$ cat src/rtl/bsg_mc_throttle_pkg.sv
`default_nettype none
// ============================================================================
// Module      : bsg_mc_throttle_pkg
// Description : Shared types for the manycore link credit throttle. Holds the
//               throttle FSM state encoding and a helper that sizes the
//               credit counter from the outstanding-request limit.
// Revision    : 1.0 - initial release
// ============================================================================
package bsg_mc_throttle_pkg;

    // Link throttle operating states.
    typedef enum logic [1:0] {
        RUN     = 2'd0,
        DRAIN   = 2'd1,
        DRAINED = 2'd2
    } throttle_state_e;

    // Bits needed to hold a credit count in the range 0..max_out.
    function automatic int credit_width(input int max_out);
        return $clog2(max_out + 1);
    endfunction

endpackage : bsg_mc_throttle_pkg
`default_nettype wire

$ cat src/rtl/bsg_manycore_link_credit_throttle_if.sv
`default_nettype none
// ============================================================================
// Module      : bsg_manycore_link_credit_throttle_if
// Description : Bundle of the throttle's link-side signals: upstream forward
//               channel, downstream forward channel, response credit return,
//               drain control and status.
//               slave  modport : used by the throttle itself
//               master modport : used by the surrounding tile / router side
//               With BSG_MC_CREDIT_THROTTLE_PERF_EN defined the bundle also
//               carries the 32-bit stall counter stall_cnt_o.
// Revision    : 1.0 - initial release
// ============================================================================
interface bsg_manycore_link_credit_throttle_if
    import bsg_mc_throttle_pkg::*;
#(
    parameter int width_p   = 0,
    parameter int max_out_p = 16
);
    localparam int c_credit_w = credit_width(max_out_p);

    logic                   fwd_v_i;
    logic [width_p-1:0]     fwd_data_i;
    logic                   fwd_ready_o;
    logic                   fwd_v_o;
    logic [width_p-1:0]     fwd_data_o;
    logic                   fwd_ready_i;
    logic                   rev_yumi_i;
    logic                   drain_i;
    logic                   drained_o;
    logic [c_credit_w-1:0]  credits_o;
`ifdef BSG_MC_CREDIT_THROTTLE_PERF_EN
    logic [31:0]            stall_cnt_o;

    modport slave (
        input  fwd_v_i, fwd_data_i, fwd_ready_i, rev_yumi_i, drain_i,
        output fwd_ready_o, fwd_v_o, fwd_data_o, drained_o, credits_o, stall_cnt_o
    );
    modport master (
        output fwd_v_i, fwd_data_i, fwd_ready_i, rev_yumi_i, drain_i,
        input  fwd_ready_o, fwd_v_o, fwd_data_o, drained_o, credits_o, stall_cnt_o
    );
`else
    modport slave (
        input  fwd_v_i, fwd_data_i, fwd_ready_i, rev_yumi_i, drain_i,
        output fwd_ready_o, fwd_v_o, fwd_data_o, drained_o, credits_o
    );
    modport master (
        output fwd_v_i, fwd_data_i, fwd_ready_i, rev_yumi_i, drain_i,
        input  fwd_ready_o, fwd_v_o, fwd_data_o, drained_o, credits_o
    );
`endif

endinterface : bsg_manycore_link_credit_throttle_if
`default_nettype wire

$ cat src/rtl/bsg_mc_throttle_two_fifo.sv
`default_nettype none
// ============================================================================
// Module      : bsg_mc_throttle_two_fifo
// Description : Two-entry ready/valid FIFO. ready_o depends only on the fill
//               level, so there is no combinational path from the output side
//               back to the input side, and a full-rate stream is sustained
//               with one entry resident (enqueue and dequeue every cycle).
// Ports       : clk_i, reset_n_i (async, active-low)
//               v_i / data_i / ready_o  : enqueue side
//               v_o / data_o / ready_i  : dequeue side
// Revision    : 1.0 - initial release
// ============================================================================
module bsg_mc_throttle_two_fifo #(
    parameter int width_p = 0
) (
    input  logic               clk_i,
    input  logic               reset_n_i,
    input  logic               v_i,
    input  logic [width_p-1:0] data_i,
    output logic               ready_o,
    output logic               v_o,
    output logic [width_p-1:0] data_o,
    input  logic               ready_i
);
    logic [width_p-1:0] r_mem [2];
    logic               r_wr_ptr;
    logic               r_rd_ptr;
    logic [1:0]         r_count;
    logic               w_enq;
    logic               w_deq;

    assign ready_o = (r_count != 2'd2);
    assign v_o     = (r_count != 2'd0);
    assign data_o  = r_mem[r_rd_ptr];
    assign w_enq   = v_i & ready_o;
    assign w_deq   = v_o & ready_i;

    always_ff @(posedge clk_i or negedge reset_n_i) begin
        if (!reset_n_i) begin
            r_wr_ptr <= 1'b0;
            r_rd_ptr <= 1'b0;
            r_count  <= 2'd0;
        end else begin
            if (w_enq) r_wr_ptr <= ~r_wr_ptr;
            if (w_deq) r_rd_ptr <= ~r_rd_ptr;
            case ({w_enq, w_deq})
                2'b10:   r_count <= r_count + 2'd1;
                2'b01:   r_count <= r_count - 2'd1;
                default: r_count <= r_count;
            endcase
        end
    end

    // Payload storage carries no reset: occupancy alone decides validity,
    // so resetting the count is enough to discard stale packets.
    always_ff @(posedge clk_i) begin
        if (w_enq) r_mem[r_wr_ptr] <= data_i;
    end

endmodule : bsg_mc_throttle_two_fifo
`default_nettype wire

$ cat src/rtl/bsg_manycore_link_credit_throttle.sv
`default_nettype none
// ============================================================================
// Module      : bsg_manycore_link_credit_throttle
// Description : Credit-based throttle between a manycore tile and its link.
//               Forward packets pass through a 2-entry buffer and launch only
//               while credits remain; each launch consumes a credit and each
//               returned response (rev_yumi_i) restores one. A drain request
//               stops acceptance and reports drained_o once the buffer is
//               empty and every credit has come home.
// Ports       : clk_i      - clock
//               reset_n_i  - asynchronous active-low reset
//               link       - bsg_manycore_link_credit_throttle_if.slave
//                            (forward in/out, credit return, drain, status)
// Options     : BSG_MC_CREDIT_THROTTLE_PERF_EN adds link.stall_cnt_o, a
//               saturating count of cycles a packet waits for credit.
// Revision    : 1.0 - initial release
// ============================================================================
module bsg_manycore_link_credit_throttle
    import bsg_mc_throttle_pkg::*;
#(
    parameter int width_p   = 0,
    parameter int max_out_p = 16
) (
    input  logic clk_i,
    input  logic reset_n_i,
    bsg_manycore_link_credit_throttle_if.slave link
);
    localparam int                    c_credit_w    = credit_width(max_out_p);
    localparam logic [c_credit_w-1:0] c_max_credits = c_credit_w'(max_out_p);
    localparam logic [c_credit_w-1:0] c_one_credit  = c_credit_w'(1);

    throttle_state_e        r_state;
    throttle_state_e        w_state_next;
    logic                   r_live;
    logic                   r_drained;
    logic [c_credit_w-1:0]  r_credits;
    logic [c_credit_w-1:0]  w_credits_next;

    logic                   w_accept_en;
    logic                   w_fifo_ready;
    logic                   w_fifo_v;
    logic [width_p-1:0]     w_fifo_data;
    logic                   w_credit_avail;
    logic                   w_all_credits;
    logic                   w_launch;

    assign w_credit_avail = (r_credits != '0);
    assign w_all_credits  = (r_credits == c_max_credits);
    assign w_launch       = w_fifo_v & w_credit_avail & link.fwd_ready_i;

    // Upstream valid is masked outside RUN so the buffer only ever sees
    // packets that the throttle has actually offered ready for.
    bsg_mc_throttle_two_fifo #(
        .width_p (width_p)
    ) u_buf (
        .clk_i     (clk_i),
        .reset_n_i (reset_n_i),
        .v_i       (link.fwd_v_i & w_accept_en),
        .data_i    (link.fwd_data_i),
        .ready_o   (w_fifo_ready),
        .v_o       (w_fifo_v),
        .data_o    (w_fifo_data),
        .ready_i   (w_credit_avail & link.fwd_ready_i)
    );

    assign link.fwd_ready_o = w_fifo_ready & w_accept_en;
    assign link.fwd_v_o     = w_fifo_v & w_credit_avail;
    assign link.fwd_data_o  = w_fifo_data;
    assign link.drained_o   = r_drained;
    assign link.credits_o   = r_credits;

    // ---------------------------------------------------------------- FSM
    // r_live holds fwd_ready_o low while reset is asserted and releases it
    // on the first clock edge after reset deasserts.
    always_ff @(posedge clk_i or negedge reset_n_i) begin
        if (!reset_n_i) begin
            r_state   <= RUN;
            r_live    <= 1'b0;
            r_drained <= 1'b0;
        end else begin
            r_state   <= w_state_next;
            r_live    <= 1'b1;
            r_drained <= (w_state_next == DRAINED);
        end
    end

    always_comb begin
        w_state_next = r_state;
        case (r_state)
            RUN: begin
                if (link.drain_i) w_state_next = DRAIN;
            end
            DRAIN: begin
                if (!link.drain_i)                  w_state_next = RUN;
                else if (!w_fifo_v && w_all_credits) w_state_next = DRAINED;
            end
            DRAINED: begin
                if (!link.drain_i) w_state_next = RUN;
            end
            default: w_state_next = RUN;
        endcase
    end

    always_comb begin
        w_accept_en = 1'b0;
        case (r_state)
            RUN:     w_accept_en = r_live;
            default: w_accept_en = 1'b0;
        endcase
    end

    // -------------------------------------------------------- credit count
    // A return arriving with all credits home is a protocol error; the count
    // pins at max rather than wrapping.
    always_comb begin
        w_credits_next = r_credits;
        case ({w_launch, link.rev_yumi_i})
            2'b10: w_credits_next = r_credits - c_one_credit;
            2'b01: if (!w_all_credits) w_credits_next = r_credits + c_one_credit;
            default: w_credits_next = r_credits;
        endcase
    end

    always_ff @(posedge clk_i or negedge reset_n_i) begin
        if (!reset_n_i) r_credits <= c_max_credits;
        else            r_credits <= w_credits_next;
    end

    a_no_excess_credit : assert property (
        @(posedge clk_i) disable iff (!reset_n_i)
        !(link.rev_yumi_i && w_all_credits)
    );

`ifdef BSG_MC_CREDIT_THROTTLE_PERF_EN
    // ------------------------------------------------------- stall counter
    logic [31:0] r_stall_cnt;

    always_ff @(posedge clk_i or negedge reset_n_i) begin
        if (!reset_n_i) begin
            r_stall_cnt <= 32'd0;
        end else if (w_fifo_v && !w_credit_avail && (r_stall_cnt != 32'hFFFF_FFFF)) begin
            r_stall_cnt <= r_stall_cnt + 32'd1;
        end
    end

    assign link.stall_cnt_o = r_stall_cnt;
`endif

endmodule : bsg_manycore_link_credit_throttle
`default_nettype wire

$ cat src/flat_wrapper.sv
// flat-port wrapper written by rule: the top's interface ports become plain ports
module bsg_manycore_link_credit_throttle_flat import bsg_mc_throttle_pkg::*;
#(
    parameter int width_p   = 0,
    parameter int max_out_p = 16
)
  (clk_i, reset_n_i, link_fwd_v_i, link_fwd_data_i, link_fwd_ready_i, link_rev_yumi_i, link_drain_i, link_fwd_ready_o, link_fwd_v_o, link_fwd_data_o, link_drained_o, link_credits_o);
  bsg_manycore_link_credit_throttle_if #(.width_p(width_p), .max_out_p(max_out_p)) link_i ();
  input  logic clk_i;
  input  logic reset_n_i;
  input wire logic [$bits(link_i.fwd_v_i)-1:0] link_fwd_v_i;
  input wire logic [$bits(link_i.fwd_data_i)-1:0] link_fwd_data_i;
  input wire logic [$bits(link_i.fwd_ready_i)-1:0] link_fwd_ready_i;
  input wire logic [$bits(link_i.rev_yumi_i)-1:0] link_rev_yumi_i;
  input wire logic [$bits(link_i.drain_i)-1:0] link_drain_i;
  output wire logic [$bits(link_i.fwd_ready_o)-1:0] link_fwd_ready_o;
  output wire logic [$bits(link_i.fwd_v_o)-1:0] link_fwd_v_o;
  output wire logic [$bits(link_i.fwd_data_o)-1:0] link_fwd_data_o;
  output wire logic [$bits(link_i.drained_o)-1:0] link_drained_o;
  output wire logic [$bits(link_i.credits_o)-1:0] link_credits_o;
  assign link_i.fwd_v_i = link_fwd_v_i;
  assign link_i.fwd_data_i = link_fwd_data_i;
  assign link_i.fwd_ready_i = link_fwd_ready_i;
  assign link_i.rev_yumi_i = link_rev_yumi_i;
  assign link_i.drain_i = link_drain_i;
  assign link_fwd_ready_o = link_i.fwd_ready_o;
  assign link_fwd_v_o = link_i.fwd_v_o;
  assign link_fwd_data_o = link_i.fwd_data_o;
  assign link_drained_o = link_i.drained_o;
  assign link_credits_o = link_i.credits_o;
  bsg_manycore_link_credit_throttle #(.width_p(width_p), .max_out_p(max_out_p)) u_core (.clk_i(clk_i), .reset_n_i(reset_n_i), .link(link_i));
endmodule
$ cat config.mk
export PLATFORM = sky130hd
export DESIGN_NAME = bsg_manycore_link_credit_throttle_flat
export DESIGN_NICKNAME = d
export VERILOG_FILES = /design/src/rtl/bsg_mc_throttle_pkg.sv /design/src/rtl/bsg_manycore_link_credit_throttle_if.sv /design/src/rtl/bsg_mc_throttle_two_fifo.sv /design/src/rtl/bsg_manycore_link_credit_throttle.sv /design/src/flat_wrapper.sv
export SDC_FILE = /design/constraint.sdc
export NUM_CORES = 1
export LEC_CHECK = 0
export CORE_MARGIN = 1.5
export CORE_UTILIZATION = 54
export DETAILED_ROUTE_END_ITERATION = 6
export MAX_ROUTING_LAYER = met4
export PLACE_DENSITY = 0.82
export RECOVER_POWER = 100
export SLEW_MARGIN = 15
export SYNTH_ARGS = -nofsm -noshare
export SYNTH_HDL_FRONTEND = slang
export SYNTH_SLANG_ARGS = --single-unit
$ cat constraint.sdc
create_clock -name clk_i -period 5.1 [get_ports clk_i]
set_input_delay 1.53 -clock clk_i [delete_from_list [all_inputs] [get_ports clk_i]]
set_output_delay 1.53 -clock clk_i [all_outputs]
set_load 0.05 [all_outputs]
==> results.md, run 1 <==
- Placement row count: 15
- Clock transition at path regs: about 0.09 ns
- Count of distinct cell types in the synthesized netlist: 42
- Launching element type of the critical path: flop
- Final hold violation count: 0
- Routing usage on met3: under 10%
- Number of instances resized during post-cts repair: 0
- Hold path cells: 1
- Netlist Area Pre-Place: 998 sq um
- Die area: about 2100 sq um
- Number of cells after detailed placement: 133
- Total number of clock tree sinks: 17
- Fraction of registers with async set/reset: 76.5%
- Fraction of the mapped netlist area in compound gates: approximately 14%
- Final setup vio count: 0
- Die Y-Extent: 46 um
- Count of buffers inserted at the top-level ports: 17
- Gate Count Post-Synth: between 90 and 100
- Starting Density: just under 60%
- Area share of the largest cell type after synthesis: approximately 30%
- Vias in the first global route: 730
- Series of cell instances along the critical path: or4_4 -> nor2_1 -> nor2_1 -> dlygate4sd3_1
- Final cell count without fillers: 137
- Avg Inst Size Synth: 10.7 sq um
- Antenna cells: 0
- IO Pins: 18
- Final HPWL DP: roughly 1.5 mm
- DR iter-0 viols: 19
- Primary FF master, synth: sky130_fd_sc_hd__dfrtp_1
- Final instance area: 1210 sq um
- Slowest stage cell, crit path: sky130_fd_sc_hd__dlygate4sd3_1
- Number of enable-type register cells in the synthesized netlist: 4
- Pin count of the biggest net entering global routing: 18
- Worst hold path startpoint: u_core.u_buf.r_wr_ptr
- Most used cell along the critical path: sky130_fd_sc_hd__nor2_1
- Number of nets in the layout: between 100 and 150
- CTS tree: done
- Slowest stage delay, CP: about 0.77 ns
- Area taken by multi-input logic gates: between 500 and 600 sq um
- Post-cts hold buffer count: 0
- Area taken by flip-flops and latches: approximately 450 sq um
- Busiest layer in global routing: met2
- Clk Latency, worst-skew pair: about 0.29 ns
- Start of the worst register-to-register path: u_core.link.credits_o[1]
- Met1 GRT Util: a little over a quarter
- Remaining Overflow, GRT: 0
- Relative area change from synthesis to final layout: 21.6%
- CP arrival: roughly 2.5 ns
- Leakage power total: 0.000508 uW
- Combinational family with the most area after synthesis: simple AND/OR/NAND/NOR gates
- Number of fill cells in the layout: 136
- Aggregate routed wire length: ~2.0 mm
- Via-per-instance ratio: between 5 and 6
- Worst Path Class, Setup: reg2out
- Synth cell count leaders: 12 x sky130_fd_sc_hd__dfrtp_1, 7 x sky130_fd_sc_hd__nor2_1, 7 x sky130_fd_sc_hd__xnor2_1, 5 x sky130_fd_sc_hd__inv_1, 5 x sky130_fd_sc_hd__nand2_1
- Dominant cells by area after synthesis: sky130_fd_sc_hd__dfrtp_1 30%, sky130_fd_sc_hd__edfxtp_1 12%, sky130_fd_sc_hd__xnor2_1 6.1%
- Total nets after synthesis: about 110
- Achievable frequency: 0.249 GHz
- Slew of the pin with the lowest slew margin: between 0.6 and 0.7 ns
- Worst-case hold path end point: u_core.u_buf.r_wr_ptr
- Met2 track utilization from global routing: about 37%
- Drt pass-1 iters: 4
- Synth Register Bits: 17
- Buffers inserted during post-CTS setup optimization: 0
- Proportion of synthesized area in mux cells: 6.39%
- Placer Congestion: 0.875
- Maximum VDD drop: 0.474 mV
- Max-Slew Margin vs Limit: 54.5%
- Via count of the routed design: between 700 and 800
- Most frequent cell after synthesis: sky130_fd_sc_hd__dfrtp_1
- Fraction of layout cells with a size suffix above 1: between 10% and 20%
- Placeable core area: around 1700 sq um
- Antenna Nets Post-Route: 0
- PD cells: between 600 and 700 nW/um^2
- Part of the Yosys area used for sequential elements: between 40% and 50%
- Peak fanout along the critical path: 6
- First-pass GRT wire length: 3.26 mm
- Data required time of the critical path: between 3 and 4 ns
- Post-Synth XOR/XNOR Area: under 10%
- DRC violations left: 0
- Worst Skew: about 0.00066 ns
- Horiz. Die Dim: between 40 and 50 um
- Tightest Hold Check Type: reg2reg
- Maximum count of clock buffers along a single path: 2
- Number of max-slew violations in the final report: 0
- Element type at the critical path end: output port
- Number of max-capacitance violations reported: 0
- Share of synthesized cell area in and, or, nand and nor gates: between 15 and 20%
- Root Buffer Master: sky130_fd_sc_hd__clkbuf_4
- Post-synthesis share of cell area spent on full adders, half adders and majority gates: under 10%
- Average wire per cell in the routed design: 14.4 um
- Final critical-path share of the clock period: 78.8%
- Yosys warning total: 0
- Total CTS buffers: 3
- Run status: completed
- H-tree depth: 1
- Depth of the worst register-to-register path: 9
- Setup TNS Final: 0 ns
- Worst hold margin: 0.501 ns
- Number of antenna violations at the first check in global routing: 0
- Worst flop-to-flop path endpoint: u_core.link.credits_o[3]
- Post-place instance area: 1190 sq um
- Setup repair after global routing missed its margin: false
- Area leader, netlist: sky130_fd_sc_hd__dfrtp_1
- Final critical-path required period: slightly above 4 ns
- Worst reg-to-reg setup slack: 1.81 ns
- Overall global routing resource usage: between 20 and 25%
[final cells by class]
cell class                 count  area share (%)
sequential                    17            36.8
clock buffer                   4            2.16
inverter                       5            1.55
tap                           25            2.58
timing repair buffer          17            14.0
multi-input combinational     69            42.9
[logic make-up (layout without fill, tap and decap cells)]
family	count (synthesis)	in the layout
and+or+nand+nor	28	28
AOI/OAI and AO/OA	19	19
DFF	17	17
xor gates and xnor gates	10	10
buffers and inverters	7	26
muxes	6	6
adders and majority gates	5	5
other	1	1
[state kept, by name (all words and copies together), names as in the netlist]
name / count
u_core.u_buf.r_wr_ptr: 1
u_core.link.credits_o: 5
u_core.u_buf.r_count: 2
u_core.r_state: 2
u_core.r_live: 1
u_core.u_buf.r_mem: 4
u_core.link.drained_o: 1
u_core.u_buf.r_rd_ptr: 1
[through the flow]
stage                     setup slack (ns)  total power [uW]  util, %
after CTS                             1.14               809     70.5
after detailed placement             0.986               735     69.0
after global routing                 0.859               843     70.3
final                                 1.08               786     70.3
after global placement                1.09               720     69.0
after floorplan                       1.76               602        -
[worst max path at each step]
stage	startpoint	depth (start not counted)	to
floorplan	link_rev_yumi_i	9	u_core.link.credits_o[3]
global placement	link_rev_yumi_i	8	u_core.link.credits_o[3]
detailed placement	link_rev_yumi_i	8	u_core.link.credits_o[3]
CTS	u_core.link.credits_o[1]	4	link_fwd_v_o
global route	link_fwd_ready_i	10	u_core.link.credits_o[4]
finish	u_core.link.credits_o[1]	4	link_fwd_v_o
[routing by layer]
metal  wire [um]  share of wire, %
met3         103               5.2
met5           0                 0
met2        1010                51
met4          40               2.0
met1         814                41
[power by group]
group / internal [uW] / switching, uW / leakage, uW
Sequential: 186 / 56.7 / 0.000193
Combinational: 187 / 283 / 0.000299
Clock: 30.5 / 42.3 / 0.0000150
Total: 404 / 382 / 0.000508
[cell usage in the layout (no fill, tap or decap), types with 3 or more instances in the layout]
master	n
sky130_fd_sc_hd__o21ai_0	6
sky130_fd_sc_hd__xnor2_1	7
sky130_fd_sc_hd__clkbuf_4	3
sky130_fd_sc_hd__inv_1	5
sky130_fd_sc_hd__xor2_1	3
sky130_fd_sc_hd__nand2_1	5
sky130_fd_sc_hd__ha_1	4
sky130_fd_sc_hd__a22oi_1	3
sky130_fd_sc_hd__edfxtp_1	4
sky130_fd_sc_hd__mux2i_1	3
sky130_fd_sc_hd__dlygate4sd3_1	17
sky130_fd_sc_hd__dfrtp_1	12
sky130_fd_sc_hd__nor2_1	7
[critical path, delay by kind of cell, from the launching register on]
kind          cells  cell delay (ns)
buf+inv           1             0.77
flops             1             0.46
simple gates      3             0.97
No activity file was read; power rests on OpenSTA's default activity.
==> inputs of run 2 (changes only) <==
CORE_UTILIZATION = 51   (was 54)
PLACE_DENSITY = 0.78   (was 0.82)
clock period = 4 ns   (was 5.1 ns; I/O delays follow)
==> run 2 against run 1 <==
  * Clock power grew 29%
  * Via count increased by 0.13%
  * Routed wire length up 0.15%
  * Critical path depth unchanged
  * Worst setup slack worse by 0.78 ns
  * Global-route usage is 0.36 points higher
  * Utilization decreased by 1.9 points
  * Highest routed layer unchanged
==> results.md, run 2 (synthesis results as in run 1) <==
- Via-per-instance ratio: 5.65 (-0.60%)
- Number of nets in the layout: 127 (+0.79%)
- Worst setup path start: u_core.link.credits_o[1]
- Setup repair after global routing missed its margin: false
- Remaining Overflow, GRT: 0 (unchanged)
- Horiz. Die Dim: 47.2 um (+2.7%)
- Final cell count without fillers: 138 (+0.73%)
- Worst hold margin: 0.500 ns (-0.000334 ns)
- Average wire per cell in the routed design: 14.3 um (-0.57%)
- Count of buffers inserted at the top-level ports: 17 (unchanged)
- Number of cells after detailed placement: 134 (+0.75%)
- Total number of clock tree sinks: 17 (unchanged)
- Aggregate routed wire length: 1.97 mm (+0.15%)
- Data required time of the critical path: 2.80 ns (-0.77 ns)
- DRC violations left: 0 (unchanged)
- Root Buffer Master: sky130_fd_sc_hd__clkbuf_4
- Fraction of layout cells with a size suffix above 1: 11.5% (+0.79 points)
- Worst hold path startpoint: u_core.u_buf.r_wr_ptr
- Placer Congestion: 0.927 (+6.0%)
- Number of max-slew violations in the final report: 0 (unchanged)
- Setup TNS Final: 0 ns (unchanged)
- Worst reg-to-reg setup slack: 0.86 ns (-0.95 ns)
- Final critical-path share of the clock period: between 90 and 100%
- Run status: completed
- Most common cell after layout, fill and taps aside: sky130_fd_sc_hd__dlygate4sd3_1
- Commonest cells after routing, fill and taps aside: 15 x sky130_fd_sc_hd__dlygate4sd3_1, 12 x sky130_fd_sc_hd__dfrtp_1, 7 x sky130_fd_sc_hd__nor2_1, 7 x sky130_fd_sc_hd__xnor2_1
- Slew of the pin with the lowest slew margin: 0.723 ns (+0.0478 ns)
- Number of fill cells in the layout: 149 (+9.6%)
- Overall global routing resource usage: 22.7% (+0.36 points)
- Max-Slew Margin vs Limit: 51.4% (-3.2 points)
- Post-place instance area: 1200 sq um (+0.63%)
- Number of antenna violations at the first check in global routing: 0 (unchanged)
- Tightest Hold Check Type: reg2reg
- IO Pins: 18 (unchanged)
- Antenna cells: 0 (unchanged)
- Maximum VDD drop: 0.581 mV (+23%)
- Achievable frequency: between 0.2 and 0.3 GHz
- Leakage power total: 0.000513 uW (+0.94%)
- Die Y-Extent: 47.2 um (+2.7%)
- Number of max-capacitance violations reported: 0 (unchanged)
- Starting Density: 56.0% (-1.8 points)
- H-tree depth: 1 (unchanged)
- PD cells: 819 nW/um^2 (+26%)
- Die area: 2230 sq um (+5.5%)
- Clk Latency, worst-skew pair: 0.29 ns (about the same)
- Final HPWL DP: 1.51 mm (-0.52%)
- Final critical-path required period: between 3 and 4 ns
- CTS tree: done
- Post-cts hold buffer count: 0 (unchanged)
- Setup ws final: 0.296 ns (-0.783 ns)
- Maximum count of clock buffers along a single path: 2 (unchanged)
- Start of the worst register-to-register path: u_core.link.credits_o[1]
- Number of instances resized during post-cts repair: 0 (unchanged)
- Depth of the worst register-to-register path: 9 (unchanged)
- Worst Path Class, Setup: reg2out
- Final setup vio count: 0 (unchanged)
- Total CTS buffers: 3 (unchanged)
- Final instance area: 1220 sq um (+0.52%)
- DR iter-0 viols: 16 (-3)
- Hold path cells: 1 (unchanged)
- Via count of the routed design: 780 (+0.13%)
- Worst flop-to-flop path endpoint: u_core.link.credits_o[4]
- Launching element type of the critical path: flop
- Antenna Nets Post-Route: 0 (unchanged)
- Buffers inserted during post-CTS setup optimization: 0 (unchanged)
- Worst Skew: 0.00440 ns (+0.00375 ns)
- Final hold violation count: 0 (unchanged)
- Pin count of the biggest net entering global routing: 17 (-1)
- Relative area change from synthesis to final layout: 22.2%
- Drt pass-1 iters: 4 (unchanged)
- Peak fanout along the critical path: 6 (unchanged)
- Worst-case hold path end point: u_core.u_buf.r_wr_ptr
- Placement row count: 15 (unchanged)
- Clock transition at path regs: 0.10 ns (about the same)
- Placeable core area: 1780 sq um (+3.3%)
- First-pass GRT wire length: 3.37 mm (+3.6%)
- Flip-flop count of the largest register after layout: 5 (unchanged)
- Placement Setup Slack: 0.488 ns (-0.498 ns)
- Vias in the first global route: 754 (+3.3%)
- CP arrival: 2.50 ns (about the same)
- Element type at the critical path end: output port
run 2: cell types whose count changed in the layout (fill, tap and decap cells not counted), sizes merged:
cell | before | now
buf | 0 | 1
dlygate4sd3 | 17 | 15
clkbuf | 4 | 3
clkinv | 0 | 1
clkdlybuf4s50 | 0 | 2
run 2: stage by stage:
step	utilization (%)	power, uW
after floorplan	-	767
after global placement	67.2	925
after detailed placement	67.2	933
after CTS	68.8	1030
after global routing	68.4	1080
final	68.4	999
run 2: layer usage:
layer	vias to the layer above	part of all wire, %	track usage, %
li1	377	-	-
met1	374	46	29.6
met2	24	46	33.2
met3	5	5.8	5.38
met4	0	2.1	10.0
met5	-	0	-
run 2: final cells by class:
class	instances	area, sq um	area share (%)
inverter	5	18.8	1.54
clock buffer	3	22.5	1.85
timing repair buffer	18	178	14.6
multi-input combinational	69	518	42.5
tap	25	31.3	2.56
clock inverter	1	5.00	0.410
sequential	17	447	36.6
run 2: critical path, cell delays in order (launching register included):
cell and delay, ns:
sky130_fd_sc_hd__dfrtp_1 0.46, sky130_fd_sc_hd__or4_4 0.60, sky130_fd_sc_hd__nor2_1 0.32, sky130_fd_sc_hd__nor2_1 0.07, sky130_fd_sc_hd__dlygate4sd3_1 0.77
run 2: worst max-delay path by stage:
| stage | cells past startpoint | slack (ns) | end |
|---|---|---|---|
| 6_report | 4 | 0.30 | link_fwd_v_o |
| 5_1_grt | 4 | 0.21 | link_fwd_v_o |
| 4_1_cts | 4 | 0.34 | link_fwd_v_o |
| 3_5_place_dp | 10 | 0.49 | u_core.link.credits_o[4] |
| 3_3_place_gp | 11 | 0.57 | u_core.link.credits_o[4] |
| 2_1_floorplan | 9 | 0.99 | u_core.link.credits_o[3] |
run 2: power breakdown:
| group | total (uW) | internal [uW] | switching [uW] | leakage (uW) |
|---|---|---|---|---|
| sequential | 310 | 237 | 73.1 | 0.000193 |
| combinational | 596 | 239 | 356 | 0.000302 |
| clock | 94.0 | 37.2 | 56.8 | 0.0000177 |
